[src/rtl/rf_pkg.sv]
// Package for the reg_file_sb register file.
// Holds the default geometry, the index-width helper and the helper that
// locates one port's field inside a packed multi-port bus.
package rf_pkg;

  localparam int RF_WIDTH = 16;
  localparam int RF_DEPTH = 16;
  localparam int RF_NRD   = 2;

  // Index width for a file of 'depth' registers; at least one bit.
  function automatic int aw_of(input int depth);
    return (depth <= 2) ? 1 : $clog2(depth);
  endfunction

  // LSB of port 'port' in a packed bus of 'w'-bit fields.
  function automatic int port_lsb(input int port, input int w);
    return port * w;
  endfunction

endpackage

[src/rtl/rf_scoreboard.sv]
// Pending-bit scoreboard for reg_file_sb.
// Ports:
//   clk, rst        clock, async active-high reset
//   wr_en, wr_addr  writeback: clears the pending bit of wr_addr
//   sb_set, sb_addr issue: sets the pending bit of sb_addr
//   busy_vec        all pending bits, bit r = register r
//   err_dbl_set     sticky flag, issue to an already-pending register
// A set and a clear on the same register in one cycle leave it pending.
// With ZERO_REG != 0, register 0 is never pending and sets to it are dropped.
module rf_scoreboard #(
  parameter int DEPTH    = 16,
  parameter int AW       = 4,
  parameter int ZERO_REG = 1
) (
  input  logic             clk,
  input  logic             rst,
  input  logic             wr_en,
  input  logic [AW-1:0]    wr_addr,
  input  logic             sb_set,
  input  logic [AW-1:0]    sb_addr,
  output logic [DEPTH-1:0] busy_vec,
  output logic             err_dbl_set
);

  logic [DEPTH-1:0] r_pend;
  logic             r_err;
  logic [DEPTH-1:0] w_pend_nxt;
  logic             w_set_ok;
  logic             w_dbl;

  assign w_set_ok = sb_set && !((ZERO_REG != 0) && (sb_addr == '0));

  // A same-cycle writeback to the set address retires the old producer,
  // so re-issuing to it is legitimate, not a double set.
  assign w_dbl = w_set_ok && r_pend[sb_addr] && !(wr_en && (wr_addr == sb_addr));

  always_comb begin
    w_pend_nxt = r_pend;
    if (wr_en)    w_pend_nxt[wr_addr] = 1'b0;
    if (w_set_ok) w_pend_nxt[sb_addr] = 1'b1;
    if (ZERO_REG != 0) w_pend_nxt[0] = 1'b0;
  end

  always_ff @(posedge clk or posedge rst) begin
    if (rst) begin
      r_pend <= '0;
      r_err  <= 1'b0;
    end else begin
      r_pend <= w_pend_nxt;
      r_err  <= r_err | w_dbl;
    end
  end

  assign busy_vec    = r_pend;
  assign err_dbl_set = r_err;

endmodule

[src/rtl/reg_file_sb.sv]
// Multi-read-port register file with per-register pending (scoreboard) bits.
// Ports:
//   clk, rst        clock, async active-high reset
//   wr_en/addr/data writeback port, also clears the pending bit
//   sb_set/sb_addr  issue port, marks the destination pending
//   rd_addr         NRD packed read indices, port i at [i*AW +: AW]
//   rd_data         NRD packed read data,   port i at [i*WIDTH +: WIDTH]
//   rd_busy         pending bit seen by each read port
//   busy_vec        all pending bits
//   err_dbl_set     sticky double-issue flag
// Build option: define RF_BYPASS_EN to forward wr_data (with busy=0) to any
// read port addressing the register being written in the same cycle.
module reg_file_sb
  import rf_pkg::*;
#(
  parameter int WIDTH    = RF_WIDTH,
  parameter int DEPTH    = RF_DEPTH,
  parameter int NRD      = RF_NRD,
  parameter int ZERO_REG = 1,
  localparam int AW      = aw_of(DEPTH)
) (
  input  logic                 clk,
  input  logic                 rst,
  input  logic                 wr_en,
  input  logic [AW-1:0]        wr_addr,
  input  logic [WIDTH-1:0]     wr_data,
  input  logic                 sb_set,
  input  logic [AW-1:0]        sb_addr,
  input  logic [NRD*AW-1:0]    rd_addr,
  output logic [NRD*WIDTH-1:0] rd_data,
  output logic [NRD-1:0]       rd_busy,
  output logic [DEPTH-1:0]     busy_vec,
  output logic                 err_dbl_set
);

  logic [WIDTH-1:0] r_mem [DEPTH];
  logic             w_wr_ok;

  assign w_wr_ok = wr_en && !((ZERO_REG != 0) && (wr_addr == '0));

  always_ff @(posedge clk or posedge rst) begin
    if (rst) begin
      for (int r = 0; r < DEPTH; r++) r_mem[r] <= '0;
    end else if (w_wr_ok) begin
      r_mem[wr_addr] <= wr_data;
    end
  end

  rf_scoreboard #(
    .DEPTH   (DEPTH),
    .AW      (AW),
    .ZERO_REG(ZERO_REG)
  ) u_sb (
    .clk        (clk),
    .rst        (rst),
    .wr_en      (wr_en),
    .wr_addr    (wr_addr),
    .sb_set     (sb_set),
    .sb_addr    (sb_addr),
    .busy_vec   (busy_vec),
    .err_dbl_set(err_dbl_set)
  );

  for (genvar i = 0; i < NRD; i++) begin : g_rd
    logic [AW-1:0] w_ra;
    logic          w_zero;
    logic          w_fwd;

    assign w_ra   = rd_addr[port_lsb(i, AW) +: AW];
    assign w_zero = (ZERO_REG != 0) && (w_ra == '0);

`ifdef RF_BYPASS_EN
    // Forwarding is held off during reset so reads show the cleared file.
    assign w_fwd = wr_en && !rst && (w_ra == wr_addr) && !w_zero;
`else
    assign w_fwd = 1'b0;
`endif

    assign rd_data[port_lsb(i, WIDTH) +: WIDTH] =
        w_zero ? '0 : (w_fwd ? wr_data : r_mem[w_ra]);
    assign rd_busy[i] = !w_zero && !w_fwd && busy_vec[w_ra];
  end

endmodule

[config.mk]
export PLATFORM = sky130hd
export DESIGN_NAME = reg_file_sb
export DESIGN_NICKNAME = d
export VERILOG_FILES = /design/src/rtl/rf_pkg.sv /design/src/rtl/rf_scoreboard.sv /design/src/rtl/reg_file_sb.sv
export SDC_FILE = /design/constraint.sdc
export NUM_CORES = 1
export LEC_CHECK = 0
export CORE_AREA = 2 2 144 217
export CTS_CLUSTER_DIAMETER = 30
export CTS_CLUSTER_SIZE = 25
export DETAILED_ROUTE_END_ITERATION = 10
export DIE_AREA = 0 0 146 219
export DONT_BUFFER_PORTS = 1
export GPL_ROUTABILITY_DRIVEN = 0
export SYNTH_ARGS = -nofsm -noshare
export SYNTH_HDL_FRONTEND = slang
export SYNTH_SLANG_ARGS = --single-unit
[constraint.sdc]
create_clock -name clk -period 10.3 [get_ports clk]
set_input_delay 2.06 -clock clk [delete_from_list [all_inputs] [get_ports clk]]
set_output_delay 2.06 -clock clk [all_outputs]
set_load 0.005 [all_outputs]
==> results by group, run 1 <==
Yosys
  – Synth cell count leaders: 272 x dfrtp_1, 208 x mux2_2, 135 x mux4_2, 64 x a211oi_1, 47 x buf_2
  – Post-synth top area share: 45.8%
  – Flops & latches, synth: 272
  – Most frequent cell after synthesis: dfrtp_1
  – Synth top area cells: dfrtp_1 46%, mux4_2 20%, mux2_2 16%
  – Avg Inst Size Synth: 15.0 µm²
  – Post-synth ARST share: 100%
  – Sequential-to-total area share from yosys stat: 45.8%
  – Post-synth EDFFs: 0
  – Cell taking the most area after synthesis: dfrtp_1
  – Post-synthesis cell area: 0.0149 mm²
  – Net Count, Synth: 1026
  – Yosys warns: 0
  – Syn Inst Count: 990
  – Synth Flop Type: dfrtp_1
  – Post-synthesis cell type count: 37

Routing
  – Vias: 8931
  – DRC violations left: 0
  – Via density: 6.49
  – ANT nets after route: 0
  – 1st-pass router iterations: 4
  – Total Wirelength: 40.2 mm
  – Initial drt markers: 432
  – Wire per inst: 29.2 µm

Power and ir drop
  – Combinational Power Share: 17.3%
  – Power Density: 227 mW/mm²
  – Final Power: 3.76 mW
  – P_leak: 6.78 nW
  – Psw: 974 µW
  – P_int: 2.79 mW
  – Peak VDD IR: 0.146 mV
  – Clock Power Share: 43.1%
  – Flop pwr share: 39.6%
  – Sw Ratio: 25.9%

Placement
  – Buffers on Ports: 0
  – DPL Wire Length: 23.6 mm
  – Cell area after placement: 0.0149 mm²
  – Placed insts: 1288

Finish
  – Non-filler cells, final: 1377
  – Layout area overhead: 11.7%
  – Final instance area: 0.0166 mm²
  – ANT cells: 0
  – Nets@finish: 975
  – Share of cells above drive strength 1: 48.9%

Die
  – DIE AREA: 0.0320 mm²
  – Row count: 78
  – Core Area: 0.0301 mm²
  – Chip width: 146 µm
  – Die Y: 219 µm
  – Initial core utilization: 49.5%
  – I/O pins: 87

Min path
  – Hold Crit Start: r_mem[252]
  – Hold path depth: 0
  – Worst Hold Class: reg -> reg
  – Hold Crit Endpoint: r_mem[252]

Critical path
  – CP peak stage delay: 1.15 ns
  – CP max stage cell: nor4_4
  – CP top delay family: simple AND/OR/NAND/NOR gates
  – Crit path cell chain: nor4_4 -> a211oi_1
  – Worst Path Required: 8.24 ns
  – Worst reg-to-reg path cell count: 4
  – Crit-path max FO: 68
  – Number of buffers and inverters on the critical path: 0
  – CP Class: in -> out
  – FF-to-FF setup slack: 8.96 ns
  – Worst R2R Start: u_sb.busy_vec[8]
  – R2R Path End: u_sb.err_dbl_set
  – Arrival time of the worst setup path: 3.57 ns
  – CP Launch Type: input port
  – Crit end category: output pin

STA
  – Final worst path period need: 5.63 ns
  – TNS Setup: 0 ns
  – Max_slew headroom: 9.38%
  – Final period utilization: 54.6%
  – Slew @ Worst Pin: 1.35 ns
  – Clock Skew: 0.00392 ns
  – Setup Viol. Count Final: 0
  – Fin. max-slew vios: 0
  – Fmax: 178 MHz
  – RSZ-0062 raised after global routing: false
  – Final Hold Viols: 0

Clock network
  – Worst-skew pair later-pin latency: 0.55 ns
  – PostCTS Resize Cnt: 0
  – Post-CTS setup buffers: 0
  – Reg clk slew, reported paths: 0.06 ns
  – CTS max path bufs: 3
  – # hold bufs at CTS: 0
  – CTS sink cnt: 272
  – CTS Buf Count: 48
  – CTS HTree Levels: 2
  – CTS tree: built
  – CTS root buffer: clkbuf_16

Job
  – Maxcap violations: 0

GRT
  – Antenna violations before repair: 0
  – Overflow after GRT: 0
  – GRT Overall Usage: 26.2%
  – Largest net degree at the start of global routing: 118
  – Vias in the first global route: 9982
  – First-pass GRT wire length: 62.8 mm

Status
  – Outcome: finished, final reports clean
power by group through the flow:
stage          combinational (mW)  sequential, mW  clock, mW
2_1_floorplan               0.591            1.43          0
3_3_place_gp                0.635            1.47          0
3_5_place_dp                0.656            1.50          0
4_1_cts                     0.660            1.49       1.65
5_1_grt                     0.701            1.52       1.71
6_report                    0.651            1.49       1.62
through the flow:
stage | worst slack (ns) | utilization [%] | hold WS, ns
2_1_floorplan | 0.745 | - | 0.441
5_1_grt | 4.64 | 55.2 | 0.412
3_5_place_dp | 4.64 | 49.7 | 0.383
6_report | 4.67 | 55.2 | 0.393
3_3_place_gp | 4.64 | 49.7 | 0.377
4_1_cts | 4.65 | 55.2 | 0.397
cell type report:
type | count | area (µm²)
clock inverters | 34 | 392
inverters | 3 | 18.8
flip-flops and latches | 272 | 6810
fillers | 2472 | 13500
repair buffers | 13 | 101
multi-input cells | 601 | 7510
well taps | 400 | 500
clock buffers | 54 | 1270
flip-flops by register name (all words and copies together) (netlist names):
name	cells
u_sb.busy_vec	15
r_mem	256
u_sb.err_dbl_set	1
placed cells by master, fill, tap and decap left out, types with 5 or more instances in the layout:
master        n
nand2_1      11
mux2_1       16
nor2b_1      37
dfrtp_1     272
buf_4        12
mux4_2      135
mux2_2      208
o21ai_0      20
nand2b_1      5
clkbuf_16    49
mux2i_1      43
clkinvlp_4   10
inv_6         5
mux2_4       18
a211oi_1     64
clkinv_2      7
bufinv_16     6
nor2_2        7
routing by layer:
layer	GRT usage (%)	vias up	wire [µm]
met4	8.28	0	1060
met2	46.9	269	21100
li1	-	3728	-
met3	5.84	77	2130
met1	31.7	4857	15800
met5	0	-	0
worst max-delay path by stage:
stage	depth (start not counted)	slack, ns	start	endpoint
floorplan	1	0.74	rst	r_mem[0]
global placement	2	4.64	rd_addr[4]	rd_data[16]
detailed placement	2	4.64	rd_addr[4]	rd_data[31]
CTS	2	4.65	rd_addr[4]	rd_data[31]
global route	2	4.64	rd_addr[0]	rd_data[4]
finish	2	4.67	rd_addr[0]	rd_data[4]
cells by family after synthesis:
family / Yosys count / synth area share [%]
buffers and inverters: 117 / 3.98
DFF: 272 / 45.8
AOI/OAI and AO/OA: 97 / 4.57
and+or+nand+nor: 80 / 3.34
muxes: 420 / 42.1
other: 1 / 0.0252
xor gates and xnor gates: 3 / 0.177
No activity file was read; power rests on OpenSTA's default activity.
==> run 2, diff against run 1 <==
--- a/config.mk
+++ b/config.mk
@@ -12,6 +12,7 @@
 export DIE_AREA = 0 0 146 219
 export DONT_BUFFER_PORTS = 1
 export GPL_ROUTABILITY_DRIVEN = 0
+export PLACE_DENSITY = 0.67
 export SYNTH_ARGS = -nofsm -noshare
 export SYNTH_HDL_FRONTEND = slang
 export SYNTH_SLANG_ARGS = --single-unit
==> constraint.sdc (replaced) <==
create_clock -name clk -period 4.9 [get_ports clk]
set_input_delay 0.98 -clock clk [delete_from_list [all_inputs] [get_ports clk]]
set_output_delay 0.98 -clock clk [all_outputs]
set_load 0.005 [all_outputs]
==> results by group, run 2 (synthesis results as in run 1) <==
Status
  – Outcome: finished, final reports clean

STA
  – Final worst path period need: 3.22 ns
  – Clock Skew: 0.00707 ns (+0.00314 ns)
  – Final period utilization: 65.6%
  – Slack of the critical path: 1.68 ns (-2.99 ns)
  – Setup Viol. Count Final: 0 (unchanged)
  – Max_slew headroom: 34.4% (+25 points)
  – Final Hold Viols: 0 (unchanged)
  – RSZ-0062 raised after global routing: false
  – TNS Setup: 0 ns (unchanged)
  – Slew @ Worst Pin: 0.981 ns (-0.368 ns)
  – Hold slack: 0.392 ns (-0.000512 ns)
  – Fmax: 311 MHz
  – Fin. max-slew vios: 0 (unchanged)

Critical path
  – R2R Path End: u_sb.err_dbl_set
  – CP max stage cell: nor4_4
  – FF-to-FF setup slack: 3.57 ns (-5.39 ns)
  – Number of buffers and inverters on the critical path: 1 (+1)
  – Crit-path max FO: 68 (unchanged)
  – Worst reg-to-reg path cell count: 3 (-1)
  – CP Class: in -> out
  – CP Launch Type: input port
  – Arrival time of the worst setup path: 2.24 ns (-1.33 ns)
  – Worst Path Required: 3.92 ns (-4.32 ns)
  – CP top delay family: simple AND/OR/NAND/NOR gates
  – Crit end category: output pin
  – Worst R2R Start: u_sb.busy_vec[12]
  – CP peak stage delay: 0.83 ns (-0.32 ns)
  – Crit path cell chain: nor4_4 -> buf_8 -> a211oi_1

Routing
  – Vias: 9121 (+2.1%)
  – ANT nets after route: 0 (unchanged)
  – Via density: 6.58 (+1.4%)
  – DRC violations left: 0 (unchanged)
  – Total Wirelength: 40.5 mm (+0.83%)
  – Initial drt markers: 525 (+22%)
  – Wire per inst: 29.2 µm (about the same)
  – 1st-pass router iterations: 4 (unchanged)

Power and ir drop
  – Peak VDD IR: 0.391 mV (+170%)
  – Psw: 2.06 mW (+110%)
  – P_int: 6.09 mW (+120%)
  – Sw Ratio: 25.2% (-0.63 points)
  – P_leak: 6.85 nW (+1.1%)
  – Clock Power Share: 44.9% (+1.8 points)
  – Final Power: 8.15 mW (+120%)
  – Combinational Power Share: 16.6% (-0.7 points)
  – Power Density: 485 mW/mm² (+110%)
  – Flop pwr share: 38.6% (-1.0 points)

Finish
  – Max reg flops: 256 (unchanged)
  – ANT cells: 0 (unchanged)
  – Final instance area: 0.0168 mm² (+1.2%)
  – Nets@finish: 981 (+0.62%)
  – Commonest non-fill, non-tap cell in the layout: dfrtp_1
  – Largest reg by FF count: r_mem
  – Commonest cells after routing, fill and taps aside: 272 x dfrtp_1, 208 x mux2_2, 135 x mux4_2
  – Non-filler cells, final: 1387 (+0.73%)
  – Layout area overhead: 13.0%
  – Share of cells above drive strength 1: 48.8% (-0.090 points)
  – Fill cells: 2450 (-0.89%)
  – Core Util, Final: 55.9% (+0.66 points)

Min path
  – Hold Crit Start: r_mem[254]
  – Hold Crit Endpoint: r_mem[254]
  – Worst Hold Class: reg -> reg
  – Hold path depth: 0 (unchanged)

Die
  – DIE AREA: 0.0320 mm² (unchanged)
  – I/O pins: 87 (unchanged)
  – Row count: 78 (unchanged)
  – Die Y: 219 µm (unchanged)
  – Initial core utilization: 49.5% (unchanged)
  – Chip width: 146 µm (unchanged)
  – Core Area: 0.0301 mm² (unchanged)

GRT
  – Vias in the first global route: 9950 (-0.32%)
  – GRT Overall Usage: 26.2% (about the same)
  – Largest net degree at the start of global routing: 131 (+11%)
  – Overflow after GRT: 0 (unchanged)
  – Antenna violations before repair: 0 (unchanged)
  – First-pass GRT wire length: 63.1 mm (+0.45%)

Placement
  – Placed insts: 1291 (+0.23%)
  – DPL Wire Length: 23.3 mm (-1.4%)
  – Setup WS pre-CTS: 1.73 ns (-2.91 ns)
  – Cell area after placement: 0.0150 mm² (+0.40%)
  – Buffers on Ports: 0 (unchanged)

Clock network
  – # hold bufs at CTS: 0 (unchanged)
  – Reg clk slew, reported paths: 0.05 ns (about the same)
  – CTS root buffer: clkbuf_16
  – CTS sink cnt: 272 (unchanged)
  – CTS Buf Count: 52 (+8.3%)
  – CTS HTree Levels: 2 (unchanged)
  – PostCTS Resize Cnt: 0 (unchanged)
  – CTS tree: built
  – Post-CTS setup buffers: 0 (unchanged)
  – Worst-skew pair later-pin latency: 0.55 ns (about the same)
  – CTS max path bufs: 3 (unchanged)

Job
  – Maxcap violations: 0 (unchanged)
## run 2: cell count changes in the layout (fill, tap and decap cells not counted), moves of 3 or more
cell and change:
clkinvlp_4 +3, clkinv_2 -3, clkbuf_16 +4, inv_8 -3, clkbuf_1 +4
## run 2: worst max-delay path by stage
| stage | from | endpoint | slack, ns | depth (start not counted) |
|---|---|---|---|---|
| final | rd_addr[4] | rd_data[23] | 1.68 | 3 |
| after detailed placement | rd_addr[0] | rd_data[0] | 1.73 | 3 |
| after CTS | rd_addr[4] | rd_data[24] | 1.68 | 3 |
| after floorplan | rst | r_mem[0] | 0.32 | 1 |
| after global placement | rd_addr[0] | rd_data[0] | 1.18 | 2 |
| after global routing | rd_addr[4] | rd_data[24] | 1.69 | 3 |
## run 2: cell type report
cell class                      count  area, µm²  share of cell area, %
Clock buffer                       64       1420                   8.44
Clock inverter                     32        399                   2.37
Inverter                            3       15.0                 0.0893
Multi-Input combinational cell    601       7510                   44.7
Sequential cell                   272       6810                   40.5
Tap cell                          400        500                   2.98
Timing Repair Buffer               15        153                  0.908
## run 2: power by group through the flow
| stage | logic (mW) | clock network (mW) | registers [mW] |
|---|---|---|---|
| 2_1_floorplan | 1.24 | 0 | 3.02 |
| 3_3_place_gp | 1.32 | 0 | 3.12 |
| 3_5_place_dp | 1.35 | 0 | 3.16 |
| 4_1_cts | 1.36 | 3.71 | 3.13 |
| 5_1_grt | 1.45 | 3.83 | 3.21 |
| 6_report | 1.35 | 3.66 | 3.14 |
## run 2: per-layer routing
| layer | up-vias | global-route usage (%) | share of wire [%] |
|---|---|---|---|
| met2 | 273 | 46.1 | 53 |
| li1 | 3754 | - | - |
| met1 | 5005 | 32.5 | 39 |
| met5 | - | 0 | 0 |
| met3 | 89 | 4.37 | 4.6 |
| met4 | 0 | 10.3 | 3.4 |
